[src/rtl/clockworks_gearbox.sv]
// Clock/reset front end: divides the board clock down to the core clock
// and turns the raw reset button into a clean core reset that is
// synchronous to that core clock.
`timescale 1ns/1ps

module clockworks_gearbox #(
    parameter int unsigned SLOW       = 21,
    parameter int unsigned RESET_HOLD = 15
) (
    input  logic CLK,
    input  logic RESET,
    output logic clk,
    output logic resetn
);

    // A RESET_HOLD of 0 would ask for a zero-width counter; keep one bit,
    // which then simply stays at its terminal value of 0.
    localparam int unsigned       HOLD_W   = (RESET_HOLD > 0) ? $clog2(RESET_HOLD + 1) : 1;
    localparam logic [HOLD_W-1:0] HOLD_MAX = HOLD_W'(RESET_HOLD);

    // ------------------------------------------------------------------
    // Divider. It is never reset so that holding the button cannot stop
    // the core clock; power-up state comes from the register initialiser.
    // ------------------------------------------------------------------
    generate
        if (SLOW == 0) begin : g_bypass
            assign clk = CLK;
        end else begin : g_div
            logic [SLOW-1:0] r_div = '0;

            // Free-running counter; its top bit is the 50% duty core clock.
            always_ff @(posedge CLK) begin
                r_div <= r_div + SLOW'(1);
            end

            assign clk = r_div[SLOW-1];
        end
    endgenerate

    // ------------------------------------------------------------------
    // Reset path, entirely in the core clock domain.
    // ------------------------------------------------------------------
    logic [1:0]        r_sync   = 2'b11;
    logic [HOLD_W-1:0] r_hold   = '0;
    logic              r_resetn = 1'b0;
    logic              w_rst_s;

    assign w_rst_s = r_sync[1];

    // Two-flop synchroniser for the asynchronous button; powers up asserted.
    always_ff @(posedge clk) begin
        r_sync <= {r_sync[0], RESET};
    end

    // Count clean released cycles, re-arming from zero on any assertion.
    always_ff @(posedge clk) begin
        if (w_rst_s) begin
            r_hold <= '0;
        end else if (r_hold != HOLD_MAX) begin
            r_hold <= r_hold + HOLD_W'(1);
        end
    end

    // Registered core reset: released only once the hold time has elapsed.
    always_ff @(posedge clk) begin
        r_resetn <= (r_hold == HOLD_MAX) && !w_rst_s;
    end

    assign resetn = r_resetn;

endmodule

[config.mk]
export PLATFORM = sky130hd
export DESIGN_NAME = clockworks_gearbox
export DESIGN_NICKNAME = d
export VERILOG_FILES = /design/src/rtl/clockworks_gearbox.sv
export SDC_FILE = /design/constraint.sdc
export NUM_CORES = 1
export LEC_CHECK = 0
export CAP_MARGIN = 25
export CORE_ASPECT_RATIO = 1.2
export CORE_MARGIN = 2
export CORE_UTILIZATION = 56
export CTS_CLUSTER_DIAMETER = 30
export DETAILED_ROUTE_END_ITERATION = 6
export GPL_ROUTABILITY_DRIVEN = 0
export PLACE_DENSITY = 0.74
export SLEW_MARGIN = 20
export SYNTH_ARGS = -nofsm -noshare
export SYNTH_HDL_FRONTEND = slang
export SYNTH_SLANG_ARGS = --single-unit
export TNS_END_PERCENT = 1
[constraint.sdc]
create_clock -name CLK -period 2 [get_ports CLK]
set_clock_uncertainty 0.1 [all_clocks]
set_input_delay 0.3 -clock CLK [delete_from_list [all_inputs] [get_ports CLK]]
set_output_delay 0.3 -clock CLK [all_outputs]
set_load 0.005 [all_outputs]
**After elaboration in Yosys (flattened, before gate mapping)**

Index checks and enable logic that the tools add are counted.
Widths: inputs -> output; s select.

- Add/sub/neg operators: 2
- Equality and inequality tests: 2
- Reduce and logical (&&, ||, !) cells: 2

Operators with widths:

| operator | number |
|---|---|
| $add 21x1->21 const B | 1 |
| $add 4x1->4 const B | 1 |
| $eq 4x4->1 const B | 1 |
| $ne 4x4->1 const B | 1 |
| $logic_and 1x1->1 | 1 |
| $logic_not 1->1 | 1 |

- Flip-flop bits (word level): 28
- Bits of input ports: 2
- Output and inout port bits: 2
- Logic and storage cells: 10

**Depth between registers and ports, before layout**

- Word-level depth: 2
- Depth in mapped cells: 5
- Gate-level depth less buffers: 5

==> flow_metrics.py <==
metrics = {
    "run_status": {
        "status": "finished clean",
    },
    "timing": {
        "slew-limit-headroom_pct": 72.3,
        "whs_ns": 0.326,
        "fin_setup_tns_ns": 0,
        "unclocked_pins": 7,
        "hold_viol_final": 0,
        "worst_slack_ns": 0.372,
        "max_freq_mhz": 614,
        "worst_slew_pin_slew_ns": 0.412,
        "period_minus_slack_ns": 1.63,
        "period_share_pct": 81.4,
        "rsz0062_at_grt": "no",
        "untimed_endpoints": 8,
        "setup_violations": 0,
        "maxSlewViolCount": 0,
    },
    "setup_path": {
        "r2r_slack_ns": 0.37,
        "start_kind": "flip-flop",
        "critPathRequiredTime_ns": 2.13,
        "end_kind": "flip-flop",
        "worst-r2r-cell-count": 5,
        "rr_endpoint": "g_div.r_div[18]",
        "critPathKind": "reg2reg",
        "r2r-start": "g_div.r_div[0]",
        "cp_max_fo": 5,
        "worstPathArrival_ns": 1.76,
    },
    "drt": {
        "routed_wl_um": 1400,
        "drt_drc_violations_left": 0,
        "wire_per_inst_um": 11.5,
        "drtIter0Drc": 8,
        "first_pass_iters": 4,
        "via_count": 657,
        "antenna_left": 0,
        "routed_via_density": 5.39,
    },
    "global_route": {
        "busiest_layer": "met2",
        "grt_util_all_layers_pct": 15.9,
        "use_met2_pct": 28.8,
        "grt_util_met3_pct": 2.16,
        "antenna_found_initial": 0,
        "grt_pass1_vias": 626,
        "grt_max_degree": 13,
        "grt_pass1_wl_um": 2590,
        "use_met1_pct": 18.3,
        "grt_overflow": 0,
    },
    "synth": {
        "yosysWarnings": 0,
        "avgSynthCellArea_sq_um": 10.5,
        "yosysSeqAreaShare_pct": 55.9,
        "synth_cell_types": 17,
        "synth_cells": 96,
        "synth_fp_nets": 100,
        "syn-cell-area_sq_um": 1000,
        "ys_ff_latch": 28,
    },
    "clock_tree": {
        "clk_latency_ns": 0.29,
        "cts_hold_buf": 0,
        "clockBufferDepth": 2,
        "path_clk_slew_ns": 0.11,
        "cts_tree": "yes",
        "cts_htree_levels": 1,
        "cts_root_buffer": "clkbuf_4",
        "post_cts_resized": 0,
        "cts_made_buffers": 3,
        "post_cts_buffers": 0,
    },
    "floorplan": {
        "dieWidth_um": 42.6,
        "io_pins": 4,
        "core_area_sq_um": 1660,
        "dieArea_sq_um": 2150,
        "die_h_um": 50.4,
        "initial_core_util_pct": 60.4,
        "rows": 16,
    },
    "min_path": {
        "min-delay-start": "g_div.r_div[0]",
        "whs_path_depth": 1,
        "hold_path_end": "g_div.r_div[0]",
        "hold_class": "reg2reg",
    },
    "power_and_ir_drop": {
        "peakVddDrop_uv": 517,
        "power.leakage_nw": 0.423,
        "power_w": 0.000614,
        "power_density_nw_per_um2": 563,
    },
    "cells_and_area": {
        "nNetsFinal": 109,
        "drive_above_1_share_pct": 7.69,
        "area_growth_pct": 8.73,
        "finish.utilization_pct": 65.7,
        "fillers": 142,
        "n_antenna_cell": 0,
    },
    "placed_design": {
        "place_ws_ns": 0.395,
        "hpwl_um": 1090,
        "io_buffers": 3,
    },
    "flow_run": {
        "cap_violations": 0,
    },
}
## flip-flops by register name (all words and copies together) (netlist names)
register / cells
r_hold: 4
resetn: 1
r_sync: 2
g_div.r_div: 21
## through the flow
step	area, sq um	instances
after detailed placement	1060	118
final	1090	122
after floorplan	1000	96
after global placement	1060	118
after CTS	1090	122
after global routing	1090	122
## synthesized netlist by cell type
library cell / number / area (sq um)
dfxtp_1: 28 / 561
nor2_1: 13 / 48.8
xnor2_1: 13 / 114
nand2_1: 7 / 26.3
nand4_1: 7 / 43.8
xor2_1: 7 / 61.3
nand3_1: 5 / 25.0
and3_1: 3 / 18.8
nor3_1: 3 / 15.0
ha_1: 2 / 25.0
inv_1: 2 / 7.51
a211oi_1: 1 / 7.51
a31oi_1: 1 / 6.26
mux2i_1: 1 / 10.0
nand3_2: 1 / 10.0
nand4_2: 1 / 12.5
or3_4: 1 / 11.3
## critical path, cell delays in order (launching register included)
cell	delay (ns)
dfxtp_1	0.39
ha_1	0.22
nand3_2	0.15
or3_4	0.44
nor2_1	0.14
xor2_1	0.14
## power by group
group / internal [W] / total (W) / switching (W)
combinational: 0.00000169 / 0.00000196 / 0.000000272
sequential: 0.000418 / 0.000418 / 0
clock: 0.0000743 / 0.000194 / 0.000120
total: 0.000494 / 0.000614 / 0.000120
## worst max path at each step
stage                   startpoint         endpoint  cells after the start
floorplan           g_div.r_div[0]  g_div.r_div[16]                      5
global placement    g_div.r_div[0]  g_div.r_div[18]                      5
detailed placement  g_div.r_div[0]  g_div.r_div[18]                      5
CTS                 g_div.r_div[0]  g_div.r_div[18]                      5
global route        g_div.r_div[0]  g_div.r_div[16]                      5
finish              g_div.r_div[0]  g_div.r_div[18]                      5
## cell type report
cell class,count,area [sq um],area share (%)
clock buffers,3,22.5,2.06
multi-input cells,66,435,39.9
clock inverters,1,5.00,0.459
well taps,18,22.5,2.06
repair buffers,4,37.5,3.44
inverters,2,7.51,0.688
flip-flops and latches,28,561,51.4
## layer usage
layer / vias up / wire (um) / part of all wire, %
li1: 339 / - / -
met1: 314 / 594 / 42
met2: 2 / 774 / 55
met3: 2 / 18 / 1.3
met4: 0 / 14 / 1.0
met5: - / 0 / 0
## layout by cell type (no fill, tap or decap), types with 5 or more instances in the layout
master,synthesis,routed
nor2_1,13,13
xor2_1,7,7
xnor2_1,13,13
nand2_1,7,7
dfxtp_1,28,28
nand3_1,5,5
nand4_1,7,7
## kinds of logic (layout without fill, tap and decap cells)
logic type | count (synthesis) | count (layout) | share of synthesized area [%]
buffers and inverters | 2 | 10 | 0.748
AND/OR/NAND/NOR | 41 | 41 | 21.1
XOR/XNOR | 20 | 20 | 17.5
flip-flops | 28 | 28 | 55.9
multiplexers | 1 | 1 | 0.998
adder cells (fa/ha/maj) | 2 | 2 | 2.49
AO/OA/AOI/OAI | 2 | 2 | 1.37
Power figures use the tool's default switching activity.
